<file path="src/rtl/toggle_evt_pkg.sv">
// Shared defaults and helpers for toggle-encoded event link receivers.
package toggle_evt_pkg;

    localparam int unsigned SYNC_STAGES_DFLT = 2;
    localparam int unsigned PEND_W_DFLT      = 4;
    localparam int unsigned TOT_W_DFLT       = 16;

    // Largest value a counter of the given width can hold.
    function automatic int unsigned pend_max(input int unsigned w);
        return (32'(1) << w) - 32'(1);
    endfunction

endpackage

</file>
<file path="src/rtl/bit_sync.sv">
// Single-bit multi-flop synchroniser with asynchronous active-low reset.
module bit_sync #(
    parameter int unsigned STAGES = 2
) (
    input  logic clk,
    input  logic rst_n,
    input  logic d,
    output logic q
);

    logic [STAGES-1:0] sync_q;
    logic [STAGES-1:0] sync_d;

    // Shift the raw input one stage deeper per clock.
    always_comb begin
        sync_d = {sync_q[STAGES-2:0], d};
    end

    // Synchroniser flops.
    always_ff @(posedge clk or negedge rst_n) begin
        if (!rst_n) begin
            sync_q <= '0;
        end else begin
            sync_q <= sync_d;
        end
    end

    assign q = sync_q[STAGES-1];

endmodule

</file>
<file path="src/rtl/toggle_event_decoder.sv">
// Toggle-signalling receiver: synchronise, detect level changes, queue and count events.
module toggle_event_decoder
    import toggle_evt_pkg::*;
#(
    parameter int unsigned SYNC_STAGES = SYNC_STAGES_DFLT,
    parameter int unsigned PEND_W      = PEND_W_DFLT,
    parameter int unsigned TOT_W       = TOT_W_DFLT
) (
    input  logic              clk,
    input  logic              rst,
    input  logic              tog_in,
    input  logic              clr,
    output logic              evt_pulse,
    output logic              evt_valid,
    input  logic              evt_ready,
    output logic [PEND_W-1:0] pending,
    output logic [TOT_W-1:0]  total_cnt,
    output logic              overflow
);

    localparam logic [PEND_W-1:0] PEND_MAX = PEND_W'(pend_max(PEND_W));

    logic              tog_sync;
    logic              last_q;
    logic              last_d;
    logic              evt_pulse_q;
    logic              evt_pulse_d;
    logic [PEND_W-1:0] pending_q;
    logic [PEND_W-1:0] pending_d;
    logic [TOT_W-1:0]  total_q;
    logic [TOT_W-1:0]  total_d;
    logic              ovf_q;
    logic              ovf_d;
    logic              xfer;
    logic              ovf_set;

    bit_sync #(
        .STAGES (SYNC_STAGES)
    ) u_tog_sync (
        .clk   (clk),
        .rst_n (rst),
        .d     (tog_in),
        .q     (tog_sync)
    );

    // Valid is a pure decode of the pending register, so ready never reaches an output.
    assign evt_valid = (pending_q != '0);
    assign xfer      = evt_valid & evt_ready;

    // Edge detect, pending queue, total counter and sticky overflow next-state.
    always_comb begin
        last_d      = tog_sync;
        evt_pulse_d = tog_sync ^ last_q;
        pending_d   = pending_q;
        ovf_set     = 1'b0;

        case ({evt_pulse_q, xfer})
            2'b10: begin
                if (pending_q == PEND_MAX) begin
                    ovf_set = 1'b1;
                end else begin
                    pending_d = pending_q + PEND_W'(1);
                end
            end
            2'b01: begin
                pending_d = pending_q - PEND_W'(1);
            end
            default: begin
                pending_d = pending_q;
            end
        endcase

        if (clr) begin
            total_d = evt_pulse_q ? TOT_W'(1) : '0;
            ovf_d   = ovf_set;
        end else begin
            total_d = total_q + TOT_W'(evt_pulse_q);
            ovf_d   = ovf_q | ovf_set;
        end
    end

    // State registers; reset discards any queued events.
    always_ff @(posedge clk or negedge rst) begin
        if (!rst) begin
            last_q      <= 1'b0;
            evt_pulse_q <= 1'b0;
            pending_q   <= '0;
            total_q     <= '0;
            ovf_q       <= 1'b0;
        end else begin
            last_q      <= last_d;
            evt_pulse_q <= evt_pulse_d;
            pending_q   <= pending_d;
            total_q     <= total_d;
            ovf_q       <= ovf_d;
        end
    end

    assign evt_pulse = evt_pulse_q;
    assign pending   = pending_q;
    assign total_cnt = total_q;
    assign overflow  = ovf_q;

endmodule

</file>
<file path="config.mk">
export PLATFORM = sky130hd
export DESIGN_NAME = toggle_event_decoder
export DESIGN_NICKNAME = d
export VERILOG_FILES = /design/src/rtl/toggle_evt_pkg.sv /design/src/rtl/bit_sync.sv /design/src/rtl/toggle_event_decoder.sv
export SDC_FILE = /design/constraint.sdc
export NUM_CORES = 1
export LEC_CHECK = 0
export ABC_CLOCK_PERIOD_IN_PS = 2700
export CORE_UTILIZATION = 49
export CTS_CLUSTER_DIAMETER = 60
export DETAILED_ROUTE_END_ITERATION = 7
export PLACE_DENSITY = 0.78
export REMOVE_ABC_BUFFERS = 1
export SKIP_LAST_GASP = 1
export SLEW_MARGIN = 30
export SYNTH_ARGS = -nofsm -noshare
export SYNTH_HDL_FRONTEND = slang
export SYNTH_HIERARCHICAL = 1
export SYNTH_SLANG_ARGS = --single-unit
</file>
<file path="constraint.sdc">
create_clock -name clk -period 2.7 [get_ports clk]
set_clock_uncertainty 0.2 [all_clocks]
set_input_delay 0.54 -clock clk [delete_from_list [all_inputs] [get_ports clk]]
set_output_delay 0.54 -clock clk [all_outputs]
set_load 0.01 [all_outputs]
</file>
==> flow_summary.yaml, run 1 <==
outcome:
  status: "completed"
place:
  detailed_place.area_um2: 1560
  portBuffers: 27
  gp_congestion: 0.726
  post-dp-hpwl_mm: 1.77
power_and_ir_drop:
  total_net_switching_power_mw: 0.348
  power.combinational.fraction_pct: 37.6
  power.leakage_nw: 0.688
  clkPwrFrac_pct: 16.1
  switching_share_pct: 33.3
  p_int_mw: 0.695
  pwr_density_cell_nw_per_um2: 652
  sequential_group_share_of_total_power_pct: 46.3
  peakVddDrop_mv: 0.484
yosys:
  yosys_warnings: 6
  proportion_of_netlist_area_held_by_the_largest_area_contributor_pct: 50.8
  synth_largest_area_cell: "sky130_fd_sc_hd__dfrtp_1"
  synth_cells: 117
  number_of_flops_mapped_to_enable_cells_by_yosys: 0
  netlist_top_cells_area: "sky130_fd_sc_hd__dfrtp_1 51%, sky130_fd_sc_hd__xnor2_1 5.0%, sky130_fd_sc_hd__xor2_1 5.0%"
  syn-cell-area_um2: 1230
  average_footprint_of_a_synthesized_cell_um2: 10.5
  synth.ff_latch_count: 25
  ys_async_sr_fraction_pct: 100
  synth.yosys.seq_area_share_pct: 50.8
  distinct_cell_type_count_of_the_synthesized_netlist: 33
  dominantRegCellSynth: "sky130_fd_sc_hd__dfrtp_1"
flow_run:
  drv_cap: 0
detailed_routing:
  dr.first_iter.drc_count: 8
  vias: 979
  avgViaCountPerCell: 5.47
  totalWireLength_mm: 2.44
  drt-wirelength-per-cell_um: 13.7
  antenna_left: 0
  remaining_drc_errors: 0
  drt_pre_antenna_iters: 4
floorplanning:
  fp.coreArea_um2: 2300
  initial_utilization_pct: 53.6
  io-pin-count: 28
  die_height_um: 52.2
  placement_rows: 17
  die_area_um2: 2720
  die-width_um: 52.2
finish:
  layout.nets: 162
  most_common_cell_after_layout_fill_and_taps_aside: "sky130_fd_sc_hd__clkdlybuf4s50_1"
  num_antenna_cells: 0
  drive_gt1_share_pct: 11.3
  final_cell_mix: "27 x sky130_fd_sc_hd__clkdlybuf4s50_1, 24 x sky130_fd_sc_hd__dfrtp_1, 12 x sky130_fd_sc_hd__nor2_1"
  finalInstanceArea_um2: 1600
  flow.area_growth_from_synthesis_pct: 29.8
  nFillCells: 180
critical_path:
  arrival_ns: 1.82
  cp.required_ns: 1.96
  path_max_fanout: 7
  crit_path_max_cell_delay_ns: 0.54
  cp_top_family: "simple AND/OR/NAND/NOR gates"
  critical-path-slowest-cell: "sky130_fd_sc_hd__or4_4"
  crit_path_end_kind: "output pin"
  critical_path.n_buffers_inverters: 1
  worst-setup-path-type: "flip-flop to output pin"
  worstPathCellList: "or4_4 > clkdlybuf4s50_1"
  setup.worst_path.start_class: "flip-flop"
sta:
  max_slew_margin_pct: 76.2
  crit_share_post_route_pct: 94.7
  worst_pin_slew_ns: 0.354
  finalHoldWorstSlack_ns: 0.164
  finalSetupViolations: 0
  hold_violations: 0
  maxClockFrequency_ghz: 0.391
  period_needed_ns: 2.56
  setup_repair_after_global_routing_missed_its_margin: "no"
  fin_setup_tns_ns: 0
  slew_viol_final: 0
grt:
  grt_pass1_wl_mm: 4.17
  global_route.overflow_total: 0
  antenna_found_initial: 0
  grt_use_total_pct: 21.6
  grt_pass1_vias: 926
  grt_start_max_net_pins: 26
cts:
  tritoncts_clock_tree: "built"
  inserted_clock_buffers: 3
  cts_max_path_buffers: 2
  clock_insertion_delay_worst_skew_ns: 0.32
  cts.reportedPaths.clkPinSlew_ns: 0.13
  root_buffer: "sky130_fd_sc_hd__clkbuf_4"
  post_cts_hold_fix_bufs: 0
  clock_sink_count: 25
  htreeDepth: 1
hold_path:
  min-delay-path-class: "flip-flop to flip-flop"
-- worst reg2reg max path: stages, from the launching register on --
cell and delay (ns):
sky130_fd_sc_hd__dfrtp_2 0.47, sky130_fd_sc_hd__or4_4 0.54, sky130_fd_sc_hd__nand3b_1 0.16, sky130_fd_sc_hd__inv_1 0.08
sky130_fd_sc_hd__ha_1 0.27, sky130_fd_sc_hd__a21o_1 0.18, sky130_fd_sc_hd__a21oi_1 0.19, sky130_fd_sc_hd__mux2i_1 0.23
sky130_fd_sc_hd__xor2_1 0.17
-- logic make-up after synthesis --
| family | after synthesis | share of synthesized area [%] |
|---|---|---|
| simple gates | 44 | 19.8 |
| flops | 25 | 50.8 |
| compound gates | 15 | 7.31 |
| xor+xnor | 14 | 9.95 |
| buf+inv | 10 | 3.05 |
| fa+ha+maj | 5 | 5.69 |
| mux | 4 | 3.45 |
-- routing by layer --
layer	GRT usage (%)	routed length [um]
met1	28.6	1180
met2	35.3	1160
met3	3.80	87
met4	7.89	16
met5	0	0
-- Yosys cell counts (all sizes together) (2+ instances only) --
library cell  number
or4                2
mux2               2
clkbuf             3
xor2               7
nor4               2
xnor2              7
nor2              12
o21ai              4
dfrtp             25
mux2i              2
inv                7
nand2              7
a21oi              6
ha                 4
or3                4
and3               2
nand4              6
nand3              4
-- final timing paths --
check / cells after the start / startpoint / to / slack (ns)
worst max-delay path: 2 / pending[0] / evt_valid / 0.14
worst min-delay path: 0 / u_tog_sync/sync_q[0] / u_tog_sync/sync_q[1] / 0.16
worst max register to register: 8 / pending[0] / pending[3] / 0.15
worst min register to register: 0 / u_tog_sync/sync_q[0] / u_tog_sync/sync_q[1] / 0.16
max in group asynchronous: 2 / rst / pending[0] / 1.68
min in group asynchronous: 2 / rst / total_cnt[10] / 0.35
-- layout make-up --
type                            instances  area [um2]  share of cell area [%]
Multi-Input combinational cell         82         569                    35.6
Clock buffer                            3        22.5                    1.41
Clock inverter                          1        5.00                   0.313
Inverter                                7        26.3                    1.64
Tap cell                               28        35.0                    2.19
Sequential cell                        25         627                    39.2
Timing Repair Buffer                   33         315                    19.7
-- per-stage QoR --
| stage | total power, mW | setup WS (ns) | util (%) | cells |
|---|---|---|---|---|
| detailed placement | 0.878 | 0.110 | 68.1 | 174 |
| global placement | 0.857 | 0.232 | 68.1 | 174 |
| global route | 1.11 | 0.0198 | 69.7 | 179 |
| CTS | 1.05 | 0.0972 | 69.3 | 178 |
| finish | 1.04 | 0.143 | 69.7 | 179 |
| floorplan | 0.690 | 0.211 | - | 114 |
-- power groups by stage --
stage / Combinational, mW / Clock (mW) / Sequential [mW]
detailed placement: 0.390 / 0 / 0.488
finish: 0.392 / 0.168 / 0.482
global route: 0.434 / 0.188 / 0.491
CTS: 0.395 / 0.171 / 0.480
floorplan: 0.182 / 0 / 0.508
global placement: 0.373 / 0 / 0.484
-- timing repair --
item                                    4_1_cts  5_1_grt
setup buffers                                 0        1
endpoints found under the setup margin        0        1
resized for setup                             0        1
-- registers in the layout, summed over array words and instances (netlist names) --
register           flops
total_cnt             16
pending                4
u_tog_sync/sync_q      2
evt_pulse              1
last_q                 1
overflow               1
Note: power is estimated with default switching activity, not from simulation.
==> inputs of run 2 (changes only) <==
Settings changed: CORE_ASPECT_RATIO from default to 0.6, CTS_CLUSTER_DIAMETER 60 to default, SKIP_CTS_REPAIR_TIMING from default to 1.
==> flow_summary.yaml, run 2 (synthesis gave the netlist of run 1 again) <==
grt:
  grt_pass1_wl_mm: 4.31
  grt_pass1_vias: 905
  grt_start_max_net_pins: 26
  antenna_found_initial: 0
  global_route.overflow_total: 0
  grt_util_met1_pct: 30.8
  gr-usage-met3_pct: 5.00
  grt_use_total_pct: 23.2
  grt_use_met2_pct: 38.6
  grt.busiest_layer: "met2"
power_and_ir_drop:
  total_net_switching_power_mw: 0.357
  power.combinational.fraction_pct: 36.5
  p_int_mw: 0.747
  switching_share_pct: 32.3
  power.leakage_nw: 0.693
  clkPwrFrac_pct: 19.3
  peakVddDrop_mv: 0.371
  pwr_density_cell_nw_per_um2: 681
  total_power_after_layout_mw: 1.10
  sequential_group_share_of_total_power_pct: 44.1
critical_path:
  setup.worst_path.start_class: "flip-flop"
  worst_reg_to_reg_setup_slack_ns: 0.14
  path_max_fanout: 7
  worst-setup-path-type: "flip-flop to flip-flop"
  arrival_ns: 2.55
  cp.required_ns: 2.69
  crit_path_end_kind: "flip-flop"
outcome:
  status: "completed"
sta:
  fin_setup_tns_ns: 0
  finalSetupViolations: 0
  setup_repair_after_global_routing_missed_its_margin: "no"
  max_slew_margin_pct: 72.8
  maxClockFrequency_ghz: 0.391
  finalHoldWorstSlack_ns: 0.162
  worst_pin_slew_ns: 0.404
  period_needed_ns: 2.56
  hold_violations: 0
  slew_viol_final: 0
  crit_share_post_route_pct: 94.8
cts:
  tritoncts_clock_tree: "built"
  htreeDepth: 1
  clock_insertion_delay_worst_skew_ns: 0.26
  cts.reportedPaths.clkPinSlew_ns: 0.08
  cts_max_path_buffers: 2
  inserted_clock_buffers: 3
  clock_sink_count: 25
  root_buffer: "sky130_fd_sc_hd__clkbuf_8"
detailed_routing:
  drt-wirelength-per-cell_um: 15.5
  remaining_drc_errors: 0
  antenna_left: 0
  vias: 1006
  drt_pre_antenna_iters: 4
  dr.first_iter.drc_count: 61
  totalWireLength_mm: 2.80
  avgViaCountPerCell: 5.56
finish:
  most_common_cell_after_layout_fill_and_taps_aside: "sky130_fd_sc_hd__clkdlybuf4s50_1"
  num_antenna_cells: 0
  instances_no_fill: 181
  drive_gt1_share_pct: 10.6
  nFillCells: 160
  largest_register_ff_count: 16
  layout.nets: 162
  final_cell_mix: "27 x sky130_fd_sc_hd__clkdlybuf4s50_1, 24 x sky130_fd_sc_hd__dfrtp_1, 12 x sky130_fd_sc_hd__nor2_1"
  flow.area_growth_from_synthesis_pct: 31.5
  finalInstanceArea_um2: 1620
floorplanning:
  placement_rows: 13
  initial_utilization_pct: 54.5
  die-width_um: 66.7
  fp.coreArea_um2: 2260
  die_area_um2: 2730
  io-pin-count: 28
  die_height_um: 40.8
place:
  detailed_place.area_um2: 1570
  portBuffers: 27
  post-dp-hpwl_mm: 2.14
  gp_congestion: 0.814
  dpl.cell_count: 176
hold_path:
  min-delay-path-class: "flip-flop to flip-flop"
flow_run:
  drv_cap: 0
## run 2: changes by cell type in the layout (fill, tap and decap cells not counted), sizes merged
cell	change
clkbuf	+1
clkinv	-1
## run 2: power groups by stage
| stage | combinational, mW | clock [mW] | sequential [mW] |
|---|---|---|---|
| final | 0.404 | 0.213 | 0.487 |
| after global routing | 0.436 | 0.239 | 0.493 |
| after floorplan | 0.182 | 0 | 0.508 |
| after global placement | 0.383 | 0 | 0.486 |
| after CTS | 0.403 | 0.226 | 0.484 |
| after detailed placement | 0.400 | 0 | 0.492 |
## run 2: per-stage QoR
step                      utilization (%)  setup slack (ns)
after global placement               69.3             0.232
after detailed placement             69.3             0.101
after CTS                            71.3            0.0950
after global routing                 71.7            0.0104
final                                71.7             0.141
after floorplan                         -             0.211
## run 2: path summary, 6_finish.rpt
check / from / end / depth (start not counted)
worst max register to register: pending[0] / pending[3] / 8
worst min register to register: u_tog_sync/sync_q[0] / u_tog_sync/sync_q[1] / 0
min in group asynchronous: rst / pending[3] / 2
worst max-delay path: pending[0] / pending[3] / 8
worst min-delay path: u_tog_sync/sync_q[0] / u_tog_sync/sync_q[1] / 0
max in group asynchronous: rst / pending[0] / 2
## run 2: metal layers
layer | part of all wire, % | routed length (um) | up-vias
li1 | - | - | 478
met1 | 49 | 1360 | 494
met2 | 46 | 1290 | 30
met3 | 4.5 | 125 | 4
met4 | 0.89 | 25 | 0
met5 | 0 | 0 | -
## run 2: final cells by class
cell class / count / area [um2] / share of cell area, %
Inverter: 7 / 26.3 / 1.62
Sequential cell: 25 / 627 / 38.7
Clock buffer: 4 / 45.0 / 2.78
Timing Repair Buffer: 33 / 315 / 19.5
Tap cell: 30 / 37.5 / 2.32
Multi-Input combinational cell: 82 / 569 / 35.1
## run 2: critical path: stages, from the launching register on
cell and delay [ns]:
sky130_fd_sc_hd__dfrtp_2 0.45, sky130_fd_sc_hd__or4_4 0.55, sky130_fd_sc_hd__nand3b_1 0.17, sky130_fd_sc_hd__inv_1 0.08
sky130_fd_sc_hd__ha_1 0.27, sky130_fd_sc_hd__a21o_1 0.17, sky130_fd_sc_hd__a21oi_1 0.18, sky130_fd_sc_hd__mux2i_1 0.23
sky130_fd_sc_hd__xor2_1 0.18
==> inputs of run 3 (changes only) <==
Settings changed: CAP_MARGIN from default to 25, CTS_CLUSTER_DIAMETER from default to 40.
==> results of run 3 <==
Same layout as run 2: the final DEF is identical, and so are final timing and power.
